$ cat src/rtl/clk_mon_pkg.sv
// Shared types and constants for the clock-divider monitor.
// Optional error counter is built only when CLK_MON_ERR_CNT_EN is defined.
package clk_mon_pkg;

    typedef enum logic [1:0] {
        IDLE,
        ACQUIRE,
        MEASURE,
        LOCKED
    } state_t;

    localparam int HC_W   = 8;
    localparam int HC_MAX = 255;

endpackage

$ cat src/rtl/clk_div_monitor_if.sv
// Monitor control/result bundle; master drives enable and the clock under test,
// slave (the monitor) returns measurements and status.
interface clk_div_monitor_if;
    import clk_mon_pkg::*;

    logic            en;
    logic            mon_in;
    logic [HC_W-1:0] period_hc;
    logic [HC_W-1:0] high_hc;
    logic            meas_valid;
    logic            lock;
    logic            err;
    logic [HC_W-1:0] err_cnt;

    modport master (
        output en, mon_in,
        input  period_hc, high_hc, meas_valid, lock, err, err_cnt
    );

    modport slave (
        input  en, mon_in,
        output period_hc, high_hc, meas_valid, lock, err, err_cnt
    );

endinterface

$ cat src/rtl/clk_mon_dual_edge_sampler.sv
// Samples the monitored clock on both reference edges and presents each
// negedge/posedge half-sample pair, plus the half-sample that preceded it.
module clk_mon_dual_edge_sampler (
    input  logic clk_in,
    input  logic reset,
    input  logic mon_in,
    output logic h0,
    output logic h1,
    output logic last
);

    logic neg_s;

    // NOTE: non-blocking assignments so every flop captures pre-edge values.
    always_ff @(negedge clk_in or posedge reset) begin
        if (reset) neg_s <= 1'b0;
        else       neg_s <= mon_in;
    end

    always_ff @(posedge clk_in or posedge reset) begin
        if (reset) begin
            h0   <= 1'b0;
            h1   <= 1'b0;
            last <= 1'b0;
        end else begin
            h0   <= neg_s;
            h1   <= mon_in;
            last <= h1;
        end
    end

endmodule

$ cat src/rtl/clk_div_monitor.sv
// Measures period and high time of a divided clock in reference half-cycles and
// tracks lock against EXP_DIV. err_cnt is built only with CLK_MON_ERR_CNT_EN.
module clk_div_monitor
    import clk_mon_pkg::*;
#(
    parameter int EXP_DIV  = 3,
    parameter int LOCK_CNT = 4
) (
    input  logic             clk_in,
    input  logic             reset,
    clk_div_monitor_if.slave bus
);

    localparam int              WIN_W       = HC_W + 1;
    localparam logic [HC_W-1:0] GOOD_PERIOD = HC_W'(2 * EXP_DIV);
    localparam logic [HC_W-1:0] GOOD_HIGH   = HC_W'(EXP_DIV);
    localparam logic [3:0]      LOCK_TGT    = 4'(LOCK_CNT);

    logic h0, h1, last;

    state_t          state, state_nxt;
    logic [3:0]      good_cnt, good_cnt_nxt;
    logic [HC_W-1:0] win_cnt, win_cnt_nxt;
    logic [HC_W-1:0] win_high, win_high_nxt;
    logic [HC_W-1:0] period_q, period_nxt;
    logic [HC_W-1:0] high_q, high_nxt;
    logic            meas_q, meas_nxt;
    logic            err_q, err_nxt;

    logic             rise_lo, rise_hi, rise, good, timeout;
    logic [HC_W-1:0]  cls_period, open_cnt, open_high, run_high;
    logic [WIN_W-1:0] run_cnt;

    clk_mon_dual_edge_sampler u_sampler (
        .clk_in (clk_in),
        .reset  (reset),
        .mon_in (bus.mon_in),
        .h0     (h0),
        .h1     (h1),
        .last   (last)
    );

    // A rising half-sample either leads the pair (h0) or trails it (h1).
    // In the h1 case the closing window also owns h0, which is 0 by definition.
    assign rise_lo    = h0 & ~last;
    assign rise_hi    = h1 & ~h0;
    assign rise       = rise_lo | rise_hi;
    assign cls_period = rise_lo ? win_cnt : win_cnt + HC_W'(1);
    assign good       = (cls_period == GOOD_PERIOD) && (win_high == GOOD_HIGH);
    assign open_cnt   = rise_lo ? HC_W'(2) : HC_W'(1);
    assign open_high  = (rise_lo && h1) ? HC_W'(2) : HC_W'(1);
    assign run_cnt    = {1'b0, win_cnt} + WIN_W'(2);
    assign run_high   = win_high + HC_W'(h0) + HC_W'(h1);
    assign timeout    = !rise && (run_cnt >= WIN_W'(HC_MAX));

    always_ff @(posedge clk_in or posedge reset) begin
        if (reset) state <= IDLE;
        else       state <= state_nxt;
    end

    // NOTE: every variable gets a default first so no latch is inferred.
    always_comb begin
        state_nxt    = state;
        good_cnt_nxt = good_cnt;
        win_cnt_nxt  = win_cnt;
        win_high_nxt = win_high;
        period_nxt   = period_q;
        high_nxt     = high_q;
        meas_nxt     = 1'b0;
        err_nxt      = 1'b0;

        if (!bus.en) begin
            state_nxt    = IDLE;
            good_cnt_nxt = '0;
        end else begin
            unique case (state)
                IDLE: begin
                    state_nxt    = ACQUIRE;
                    good_cnt_nxt = '0;
                end
                ACQUIRE: begin
                    if (rise) begin
                        state_nxt    = MEASURE;
                        good_cnt_nxt = '0;
                        win_cnt_nxt  = open_cnt;
                        win_high_nxt = open_high;
                    end
                end
                MEASURE, LOCKED: begin
                    if (rise) begin
                        meas_nxt     = 1'b1;
                        period_nxt   = cls_period;
                        high_nxt     = win_high;
                        win_cnt_nxt  = open_cnt;
                        win_high_nxt = open_high;
                        if (!good) begin
                            err_nxt      = 1'b1;
                            good_cnt_nxt = '0;
                            state_nxt    = MEASURE;
                        end else if (state == MEASURE) begin
                            if (good_cnt + 4'd1 == LOCK_TGT) begin
                                state_nxt    = LOCKED;
                                good_cnt_nxt = '0;
                            end else begin
                                good_cnt_nxt = good_cnt + 4'd1;
                            end
                        end
                    end else if (timeout) begin
                        // Window abandoned; last reported measurement stays.
                        err_nxt      = 1'b1;
                        good_cnt_nxt = '0;
                        state_nxt    = ACQUIRE;
                    end else begin
                        win_cnt_nxt  = run_cnt[HC_W-1:0];
                        win_high_nxt = run_high;
                    end
                end
                default: state_nxt = IDLE;
            endcase
        end
    end

    always_ff @(posedge clk_in or posedge reset) begin
        if (reset) begin
            good_cnt <= '0;
            win_cnt  <= '0;
            win_high <= '0;
            period_q <= '0;
            high_q   <= '0;
            meas_q   <= 1'b0;
            err_q    <= 1'b0;
        end else begin
            good_cnt <= good_cnt_nxt;
            win_cnt  <= win_cnt_nxt;
            win_high <= win_high_nxt;
            period_q <= period_nxt;
            high_q   <= high_nxt;
            meas_q   <= meas_nxt;
            err_q    <= err_nxt;
        end
    end

`ifdef CLK_MON_ERR_CNT_EN
    logic [HC_W-1:0] err_cnt_q;

    always_ff @(posedge clk_in or posedge reset) begin
        if (reset)                                      err_cnt_q <= '0;
        else if (err_nxt && err_cnt_q != HC_W'(HC_MAX)) err_cnt_q <= err_cnt_q + HC_W'(1);
    end

    assign bus.err_cnt = err_cnt_q;
`else
    assign bus.err_cnt = '0;
`endif

    assign bus.period_hc  = period_q;
    assign bus.high_hc    = high_q;
    assign bus.meas_valid = meas_q;
    assign bus.err        = err_q;
    assign bus.lock       = (state == LOCKED);

endmodule

$ cat src/flat_wrapper.sv
// flat-port wrapper written by rule: the top's interface ports become plain ports
module clk_div_monitor_flat import clk_mon_pkg::*;
#(
    parameter int EXP_DIV  = 3,
    parameter int LOCK_CNT = 4
)
  (clk_in, reset, bus_en, bus_mon_in, bus_period_hc, bus_high_hc, bus_meas_valid, bus_lock, bus_err, bus_err_cnt);
  clk_div_monitor_if bus_i ();
  input  logic clk_in;
  input  logic reset;
  input wire logic [$bits(bus_i.en)-1:0] bus_en;
  input wire logic [$bits(bus_i.mon_in)-1:0] bus_mon_in;
  output wire logic [$bits(bus_i.period_hc)-1:0] bus_period_hc;
  output wire logic [$bits(bus_i.high_hc)-1:0] bus_high_hc;
  output wire logic [$bits(bus_i.meas_valid)-1:0] bus_meas_valid;
  output wire logic [$bits(bus_i.lock)-1:0] bus_lock;
  output wire logic [$bits(bus_i.err)-1:0] bus_err;
  output wire logic [$bits(bus_i.err_cnt)-1:0] bus_err_cnt;
  assign bus_i.en = bus_en;
  assign bus_i.mon_in = bus_mon_in;
  assign bus_period_hc = bus_i.period_hc;
  assign bus_high_hc = bus_i.high_hc;
  assign bus_meas_valid = bus_i.meas_valid;
  assign bus_lock = bus_i.lock;
  assign bus_err = bus_i.err;
  assign bus_err_cnt = bus_i.err_cnt;
  clk_div_monitor #(.EXP_DIV(EXP_DIV), .LOCK_CNT(LOCK_CNT)) u_core (.clk_in(clk_in), .reset(reset), .bus(bus_i));
endmodule
$ cat config.mk
export PLATFORM = sky130hd
export DESIGN_NAME = clk_div_monitor_flat
export DESIGN_NICKNAME = d
export VERILOG_FILES = /design/src/rtl/clk_mon_pkg.sv /design/src/rtl/clk_div_monitor_if.sv /design/src/rtl/clk_mon_dual_edge_sampler.sv /design/src/rtl/clk_div_monitor.sv /design/src/flat_wrapper.sv
export SDC_FILE = /design/constraint.sdc
export NUM_CORES = 1
export LEC_CHECK = 0
export BUFFER_PORTS_ARGS = -buffer_cell sky130_fd_sc_hd__buf_4
export CAP_MARGIN = 20
export CORE_ASPECT_RATIO = 1.25
export CORE_MARGIN = 4
export CORE_UTILIZATION = 59
export DETAILED_ROUTE_END_ITERATION = 10
export GPL_ROUTABILITY_DRIVEN = 0
export PLACE_DENSITY = 0.92
export SYNTH_ARGS = -nofsm -noshare
export SYNTH_HDL_FRONTEND = slang
export SYNTH_SLANG_ARGS = --single-unit
$ cat constraint.sdc
create_clock -name clk_in -period 6.3 [get_ports clk_in]
set_clock_uncertainty 0.15 [all_clocks]
set_input_delay 0.945 -clock clk_in [delete_from_list [all_inputs] [get_ports clk_in]]
set_output_delay 0.945 -clock clk_in [all_outputs]
set_load 0.005 [all_outputs]
==> metrics, run 1 <==
status=complete, no violations; die width=65.8 um; Syn. warnings=0; RSZ-0062 raised after global routing=false; # rows=26; placed cell count=342; Max Transition Viols Final=0; routed length per instance=14.9 um; top fanout value on the critical path=2; Critical Path RT=3.16 ns; post-synthesis sequential area ratio=44.7%; Tot Pwr=0.809 mW; die area=5280 um2; Most used DFF post-synth=dfrtp_1; initial core utilization=60.6%; CTS tree=yes; met3 usage=4.90%; detailed placer's ending HPWL=3.65 mm; power per standard cell area=298 nW/um2; Setup TNS Final=0 ns; met1 Use GR=28.2%; Nets=306; Slew HR=41.5%; Cells on Worst Hold Path=2; R2R cell count=0; global route hottest layer=met2; DRC viols=0; ANT cells=0; peak supply drop=0.128 mV; Clock Pin Slew Worst Setup and Hold Paths=0.08 ns; initial antenna violation count=0; first-pass GRT wire length=9.18 mm; top-level I/O count=31; Critical Path Sink Type=flip-flop; largest net degree at the start of global routing=44; share of post-route cells with drive strength above 1=10.9%; Slew @ Worst Pin=0.875 ns; vias per cell=5.79; cell accounting for the most synthesized area=dfrtp_1; kind of critical path=input port to flip-flop; fin cells=350; Post-synth ARST share=100%; Mapped Area=2460 um2; worst hold endpoint=u_core.bus.period_hc[1]; Crit path depth=1; max incr delay on CP=0.11 ns; Placed Area=2610 um2; met2 Use GR=36.0%; final hold vios=0; CP max-delay cell=buf_4; worst hold path class=flip-flop to flip-flop; vias=2027; post-synth top area share=43.7%; Reg-to-Reg End=u_core.u_sampler.h0; Max-Cap Viols=0; flop-to-flop setup slack=2.55 ns; top post-synthesis cells by area=dfrtp_1 44%, nand2_1 7.3%, o21ai_0 4.9%; worst hold start=u_core.bus.period_hc[1]; Max Root-Sink Buffers=2; Cell Chain, Critical Path=buf_4; Root Driver=clkbuf_8; Synth cell types=51; Core Footprint=4070 um2; die height=80.3 um; setup fix buffers added after clock tree synthesis=0; # hold bufs at CTS=0; number of synthesized register bits=44; Top Family by Delay on Critical Path=buffers and inverters; post-route ant nets=0; Syn Area/Cell=8.87 um2; worst-skew pair later-pin latency=0.30 ns; grt ovf=0; leakage=1.28 nW; Buf/Inv on CP=1; # port buffers=22; reg-to-reg critical path startpoint=u_core.u_sampler.neg_s; H-tree Lvls=2; total track usage=22.3%; Setup Viol. Count Final=0; crit path DAT=1.06 ns; final WL=5.22 mm; number of flops mapped to enable cells by yosys=0; # clock sinks=44; P&R area growth vs syn=10.1%; 1st-iter DRT viols=223; fin area=2710 um2; Hold WS=0.337 ns; total CTS buffers=5; TritonRoute pass-1 iters=4; vias in the first global route=2021; Cells after Synth=278; post-cts resize count=0; CP startpoint kind=input port
metrics by stage:
step / setup WS, ns / util [%]
5_1_grt: 2.11 / 66.7
3_3_place_gp: 1.79 / 64.1
3_5_place_dp: 1.79 / 64.1
4_1_cts: 2.10 / 66.7
6_report: 2.10 / 66.7
2_1_floorplan: 1.12 / -
power by group:
group	switching, mW	leakage, nW	total [mW]	internal, mW
registers	0.0583	0.588	0.384	0.326
logic	0.121	0.636	0.211	0.0897
clock network	0.0961	0.0552	0.214	0.118
total	0.275	1.28	0.809	0.533
flip-flops by register name, summed over array words and instances, names as in the netlist:
register / flops
u_core.bus.high_hc: 8
u_core.bus.period_hc: 8
u_core.win_cnt: 8
u_core.win_high: 8
u_core.good_cnt: 4
u_core.state: 2
u_core.bus.err: 1
u_core.bus.meas_valid: 1
u_core.u_sampler.h0: 1
u_core.u_sampler.h1: 1
u_core.u_sampler.last: 1
u_core.u_sampler.neg_s: 1
final cells by class:
class                   count  area [um2]
fillers                   310        1350
multi-input cells         207        1220
flip-flops and latches     44        1100
repair buffers             23         173
clock buffers               6        72.6
well taps                  56        70.1
inverters                  12        45.0
clock inverters             2        35.0
cell families (layout without fill, tap and decap cells):
family / count (synthesis) / count (layout) / share of synthesized area, %
multiplexers: 2 / 2 / 0.863
adder cells (fa/ha/maj): 9 / 9 / 4.87
XOR/XNOR: 17 / 17 / 6.04
other: 1 / 8 / 0.152
AND/OR/NAND/NOR: 112 / 112 / 21.3
flip-flops: 44 / 44 / 44.7
buffers and inverters: 34 / 43 / 7.06
AO/OA/AOI/OAI: 59 / 59 / 15.0
per-layer routing:
metal / vias up / wire length (um)
li1: 968 / -
met1: 981 / 2170
met2: 65 / 2640
met3: 13 / 269
met4: 0 / 136
met5: - / 0
worst max-delay path by stage:
stage / end / slack (ns) / start
6_report: u_core.u_sampler.neg_s / 2.10 / bus_mon_in
5_1_grt: u_core.u_sampler.neg_s / 2.11 / bus_mon_in
4_1_cts: u_core.u_sampler.neg_s / 2.10 / bus_mon_in
3_5_place_dp: u_core.u_sampler.neg_s / 1.79 / bus_mon_in
3_3_place_gp: u_core.u_sampler.neg_s / 1.79 / bus_mon_in
2_1_floorplan: u_core.u_sampler.neg_s / 1.12 / reset
Yosys cell counts (all sizes together), types with 2 or more instances:
master / count
a211oi: 2
a21o: 2
a21oi: 8
a22oi: 2
a32oi: 2
and2: 2
and3: 5
and4: 2
buf: 12
clkbuf: 10
dfrtp: 43
ha: 8
inv: 11
nand2: 48
nand2b: 2
nand3: 10
nand4: 5
nor2: 21
nor2b: 5
nor3: 2
nor4: 2
o21ai: 28
o31ai: 3
or3: 3
or4: 2
xnor2: 10
xor2: 7
placed cells by master (no fill, tap or decap), types with 2 or more instances in the layout:
master    synthesis  final
nand2b_1          2      2
or3_1             3      3
nor3_1            2      2
buf_4            10     23
and2_1            2      2
a21o_1            2      2
a22oi_1           2      2
o21ai_0          24     24
a21oi_1           8      8
and3_1            5      5
nand2_1          48     48
nor4_1            2      2
nor2b_1           5      5
clkbuf_8          0      5
nand3_1          10     10
a211oi_1          2      2
xnor2_1          10     10
dfrtp_1          43     43
and4_1            2      2
nand4_1           5      5
a32oi_1           2      2
conb_1            1      8
or4_1             2      2
o21ai_1           4      4
inv_1            11     11
xor2_1            7      7
ha_1              8      8
o31ai_1           3      3
nor2_1           21     21
Note: power is estimated with default switching activity, not from simulation.
==> run 2, diff against run 1 <==
- CORE_UTILIZATION: 59 -> 58
- PLACE_DENSITY: 0.92 -> 0.91
- clock period: 6.3 -> 4.4 ns (I/O delays scaled with it)
==> metrics, run 2 (synthesis gave the netlist of run 1 again) <==
Max Root-Sink Buffers=2 (unchanged); # clock sinks=44 (unchanged); routed length per instance=15.1 um (was 14.9 um); Slew @ Worst Pin=0.843 ns (was 0.875 ns); min Tclk post-route=3.24 ns; FMAX=308 MHz; met1 Use GR=27.2% (was 28.2%); die height=80.9 um (was 80.3 um); crit path DAT=3.31 ns (was 1.06 ns); Critical Path Sink Type=flip-flop (unchanged); worst hold path class=input port to flip-flop (was flip-flop to flip-flop); # rows=26 (unchanged); Core Footprint=4100 um2 (was 4070 um2); Setup Viol. Count Final=0 (unchanged); vias per cell=5.87 (was 5.79); RSZ-0062 raised after global routing=false (unchanged); 1st-iter DRT viols=199 (was 223); Nets=306 (unchanged); final WL=5.26 mm (was 5.22 mm); H-tree Lvls=2 (unchanged); max incr delay on CP=0.69 ns (was 0.11 ns); peak supply drop=0.270 mV (was 0.128 mV); detailed placer's ending HPWL=3.75 mm (was 3.65 mm); CP startpoint kind=flip-flop (was input port); vias in the first global route=1944 (was 2021); # port buffers=22 (unchanged); die width=66.3 um (was 65.8 um); fin crit share=73.7%; ANT cells=0 (unchanged); setup slack at placement=1.12 ns (was 1.79 ns); grt ovf=0 (unchanged); PnR worst setup slack=1.16 ns (was 2.10 ns); leakage=1.29 nW (was 1.28 nW); CTS tree=yes (unchanged); P&R area growth vs syn=10.9% (was 10.1%); Cell Chain, Critical Path=inv_1, ha_1, inv_1, a22oi_1, or4_1, o31a_1, o21ai_1, inv_1, o21ai_0 (was buf_4); commonest non-fill, non-tap cell in the layout=nand2_1 (unchanged); Critical Path RT=4.46 ns (was 3.16 ns); global route hottest layer=met2 (unchanged); Cells on Worst Hold Path=1 (was 2); Max Transition Viols Final=0 (unchanged); Root Driver=clkbuf_8 (unchanged); share of post-route cells with drive strength above 1=10.9% (about the same); Clock Pin Slew Worst Setup and Hold Paths=0.08 ns (about the same); initial antenna violation count=0 (unchanged); kind of critical path=flip-flop to flip-flop (was input port to flip-flop); Top Family by Delay on Critical Path=compound AO/OA/AOI/OAI gates (was buffers and inverters); first-pass GRT wire length=8.95 mm (was 9.18 mm); met3 usage=3.60% (was 4.90%); final hold vios=0 (unchanged); top fanout value on the critical path=13 (was 2); total track usage=21.5% (was 22.3%); fin area=2730 um2 (was 2710 um2); CP max-delay cell=o21ai_1 (was buf_4); fillers=327 (was 310); setup fix buffers added after clock tree synthesis=0 (unchanged); die area=5360 um2 (was 5280 um2); fin cells=349 (was 350); Buf/Inv on CP=3 (was 1); CP dominant cell by count=inv_1; post-route ant nets=0 (unchanged); status=complete, no violations (unchanged); Setup TNS Final=0 ns (unchanged); post-cts resize count=0 (unchanged); DRC viols=0 (unchanged); placed cell count=342 (unchanged); commonest non-fill, non-tap cells in the layout=48 x nand2_1, 43 x dfrtp_1, 24 x o21ai_0 (unchanged); worst-skew pair later-pin latency=0.30 ns (about the same); Placed Area=2610 um2 (unchanged); Slew HR=43.7% (was 41.5%); Crit path depth=9 (was 1); TritonRoute pass-1 iters=4 (unchanged); power per standard cell area=444 nW/um2 (was 298 nW/um2); top-level I/O count=31 (unchanged); Max-Cap Viols=0 (unchanged); total CTS buffers=5 (unchanged); largest net degree at the start of global routing=44 (unchanged); met2 Use GR=36.7% (was 36.0%); vias=2049 (was 2027); # hold bufs at CTS=0 (unchanged); initial core utilization=60.1% (was 60.6%); R2R cell count=9 (was 0)
-- run 2: cell type report --
type / count / area (um2) / share of cell area (%)
well taps: 56 / 70.1 / 2.56
clock buffers: 5 / 68.8 / 2.52
repair buffers: 23 / 173 / 6.32
clock inverters: 2 / 60.1 / 2.20
inverters: 12 / 45.0 / 1.65
flip-flops and latches: 44 / 1100 / 40.3
multi-input cells: 207 / 1220 / 44.5
-- run 2: final timing paths --
check	startpoint	to	slack, ns
worst min-delay path	bus_mon_in	u_core.u_sampler.h1	0.33
min in group asynchronous	reset	u_core.win_high[4]	0.44
worst min register to register	u_core.bus.high_hc[4]	u_core.bus.high_hc[4]	0.33
max in group asynchronous	reset	u_core.u_sampler.neg_s	1.77
worst max register to register	u_core.win_cnt[1]	u_core.win_high[0]	1.16
worst max-delay path	u_core.win_cnt[1]	u_core.win_high[0]	1.16
-- run 2: where the power goes --
part	internal, mW	switching (mW)
Sequential	0.467	0.0869
Combinational	0.129	0.175
Clock	0.223	0.132
-- run 2: stage by stage --
stage / total power [mW] / hold slack, ns / util, %
floorplan: 0.747 / 0.283 / -
global placement: 0.837 / 0.310 / 63.6
detailed placement: 0.858 / 0.318 / 63.6
CTS: 1.21 / 0.324 / 66.7
global route: 1.28 / 0.324 / 66.7
finish: 1.21 / 0.326 / 66.7
-- run 2: metal layers --
layer  up-vias  part of all wire (%)
met5         -                     0
met1       966                    41
met4         0                   1.9
met2       100                    49
li1        970                     -
met3        13                   7.3
==> run 3, diff against run 2 <==
- ABC_AREA: unset -> 1
- PLACE_DENSITY: 0.91 -> 0.9
- clock period: 4.4 -> 3.1 ns (I/O delays scaled with it)
==> metrics, run 3 <==
fin area=2950 um2 (was 2730 um2); top fanout value on the critical path=17 (was 13); CP dominant cell by count=nand2_1 (was inv_1); ANT cells=0 (unchanged); H-tree Lvls=2 (unchanged); worst hold path class=input port to flip-flop (unchanged); total CTS buffers=5 (unchanged); placed cell count=412 (was 342); global route hottest layer=met2 (unchanged); Nets=374 (was 306); commonest non-fill, non-tap cells in the layout=96 x nand2_1, 43 x dfrtp_1, 35 x inv_1 (was 48 x nand2_1, 43 x dfrtp_1, 24 x o21ai_0); met3 usage=4.72% (was 3.60%); number of flops mapped to enable cells by yosys=0 (unchanged); DRC viols=0 (unchanged); top post-synthesis cells by area=dfrtp_1 40%, nand2_1 14%, inv_1 5.1% (was dfrtp_1 44%, nand2_1 7.3%, o21ai_0 4.9%); reg-to-reg critical path startpoint=u_core.win_cnt[1] (unchanged); crit path DAT=2.45 ns (was 3.31 ns); die height=83.8 um (was 80.9 um); Setup Viol. Count Final=0 (unchanged); sw power=0.571 mW (was 0.394 mW); Root Driver=clkbuf_8 (unchanged); Placed Area=2830 um2 (was 2610 um2); Internal Pwr Total=1.11 mW (was 0.819 mW); Syn. warnings=0 (unchanged); Max-Cap Viols=0 (unchanged); CTS tree=yes (unchanged); Mapped Area=2670 um2 (was 2460 um2); vias per cell=5.38 (was 5.87); # clock sinks=44 (unchanged); Core Footprint=4430 um2 (was 4100 um2); largest net degree at the start of global routing=44 (unchanged); post-cts resize count=0 (unchanged); most numerous cell in the Yosys netlist=nand2_1 (unchanged); # hold bufs at CTS=0 (unchanged); total track usage=21.5% (about the same); RSZ-0062 raised after global routing=false (unchanged); grt ovf=0 (unchanged); routed length per instance=12.9 um (was 15.1 um); worst-skew pair later-pin latency=0.30 ns (about the same); Synth cell types=37 (was 51); Max Root-Sink Buffers=2 (unchanged); Clock Power Share=27.6% (was 29.3%); Critical Path Sink Type=flip-flop (unchanged); share of post-route cells with drive strength above 1=18.8% (was 10.9%); met2 Use GR=34.7% (was 36.7%); kind of critical path=flip-flop to flip-flop (unchanged); FMAX=416 MHz (was 308 MHz); detailed placer's ending HPWL=4.04 mm (was 3.75 mm); cell accounting for the most synthesized area=dfrtp_1 (unchanged); die area=5750 um2 (was 5360 um2); Crit. Startpoint=u_core.win_cnt[1] (unchanged); Most used DFF post-synth=dfrtp_1 (unchanged); P&R area growth vs syn=10.6% (was 10.9%); Clock Pin Slew Worst Setup and Hold Paths=0.09 ns (was 0.08 ns); final WL=5.42 mm (was 5.26 mm); initial antenna violation count=0 (unchanged); TritonRoute pass-1 iters=5 (was 4); Slew @ Worst Pin=0.541 ns (was 0.843 ns); Logic pwr share=27.5% (was 25.1%); Setup TNS Final=0 ns (unchanged); max incr delay on CP=0.56 ns (was 0.69 ns); Post-synth ARST share=100% (unchanged); 1st-iter DRT viols=219 (was 199); die width=68.7 um (was 66.3 um); first-pass GRT wire length=9.60 mm (was 8.95 mm); post-synthesis sequential area ratio=41.3% (was 44.7%); fin crit share=77.6% (was 73.7%); vias in the first global route=2191 (was 1944); worst hold start=bus_mon_in (unchanged); top-level I/O count=31 (unchanged); post-synth top area share=40.3% (was 43.7%); setup fix buffers added after clock tree synthesis=0 (unchanged); Reg power frac=44.9% (was 45.6%); Critical Path RT=3.14 ns (was 4.46 ns); Max Transition Viols Final=0 (unchanged); initial core utilization=60.3% (was 60.1%); Syn Area/Cell=7.87 um2 (was 8.87 um2); power per standard cell area=570 nW/um2 (was 444 nW/um2); peak supply drop=0.346 mV (was 0.270 mV); post-route ant nets=0 (unchanged); met1 Use GR=27.6% (was 27.2%); Slew HR=63.9% (was 43.7%); vias=2260 (was 2049); fin cells=420 (was 349); CP max-delay cell=dfrtp_1 (was o21ai_1); status=complete, no violations (unchanged); # port buffers=22 (unchanged); final hold vios=0 (unchanged); min Tclk post-route=2.41 ns (was 3.24 ns); Cells after Synth=339 (was 278); # rows=27 (was 26); number of synthesized register bits=44 (unchanged); CP startpoint kind=flip-flop (unchanged); Cell Chain, Critical Path=inv_1, ha_1, inv_1, nand2_1, nand2_1, nand2_1, inv_1, nand2_1, nor2_1, nand2_2, nand2_2, nand2_2, nand3_4, inv_4, nand3_1, o21ai_2 (was inv_1, ha_1, inv_1, a22oi_1, or4_1, o31a_1, o21ai_1, inv_1, o21ai_0); leakage=1.53 nW (was 1.29 nW); commonest non-fill, non-tap cell in the layout=nand2_1 (unchanged); sw frac=33.9% (was 32.5%); most common library cells after synthesis=96 x nand2_1, 43 x dfrtp_1, 36 x inv_1 (was 48 x nand2_1, 43 x dfrtp_1, 24 x o21ai_0)
## run 3: worst paths after layout
check                                              end  depth (start not counted)  slack [ns]
max in group asynchronous       u_core.u_sampler.neg_s                          2        1.34
min in group asynchronous           u_core.good_cnt[3]                          3        0.21
worst min-delay path               u_core.u_sampler.h1                          1        0.13
worst min register to register   u_core.u_sampler.last                          0        0.29
worst max register to register      u_core.win_high[4]                         16        0.69
worst max-delay path                u_core.win_high[4]                         16        0.69
## run 3: power groups by stage
stage / logic, mW / registers (mW) / clock network [mW]
final: 0.463 / 0.756 / 0.463
after global routing: 0.536 / 0.769 / 0.493
after detailed placement: 0.462 / 0.768 / 0
after floorplan: 0.347 / 0.737 / 0
after global placement: 0.441 / 0.762 / 0
after CTS: 0.464 / 0.756 / 0.470
## run 3: layer usage
layer / up-vias / part of all wire, %
li1: 1115 / -
met1: 1045 / 41
met2: 93 / 50
met3: 7 / 6.6
met4: 0 / 1.6
met5: - / 0
## run 3: per-stage QoR
stage	setup WS (ns)	power [mW]	hold slack, ns	utilization (%)
after CTS	0.700	1.69	0.128	66.7
after floorplan	0.609	1.08	0.224	-
after detailed placement	0.668	1.23	0.263	63.9
after global placement	0.670	1.20	0.255	63.9
after global routing	0.478	1.80	0.125	66.7
final	0.693	1.68	0.134	66.7
## run 3: logic make-up (layout without fill, tap and decap cells)
group	Yosys count	in the layout	share of synthesized area (%)
xor+xnor	5	5	1.64
fa+ha+maj	9	9	4.50
other cells	1	8	0.141
flops	44	44	41.3
buf+inv	57	73	10.4
compound gates	42	42	9.71
simple gates	181	181	32.3
## run 3: cell type report
| class | instances | area [um2] |
|---|---|---|
| inverters | 41 | 160 |
| clock buffers | 6 | 82.6 |
| clock inverters | 2 | 38.8 |
| well taps | 58 | 72.6 |
| repair buffers | 24 | 180 |
| multi-input cells | 245 | 1320 |
| flip-flops and latches | 44 | 1100 |
| fillers | 363 | 1480 |
## run 3: critical path: cells and delay by family, from the launching register on
kind / cells / cell delay (ns)
AND/OR/NAND/NOR: 10 / 0.84
flip-flops: 1 / 0.56
buffers and inverters: 4 / 0.40
adder cells (fa/ha/maj): 1 / 0.31
AO/OA/AOI/OAI: 1 / 0.06
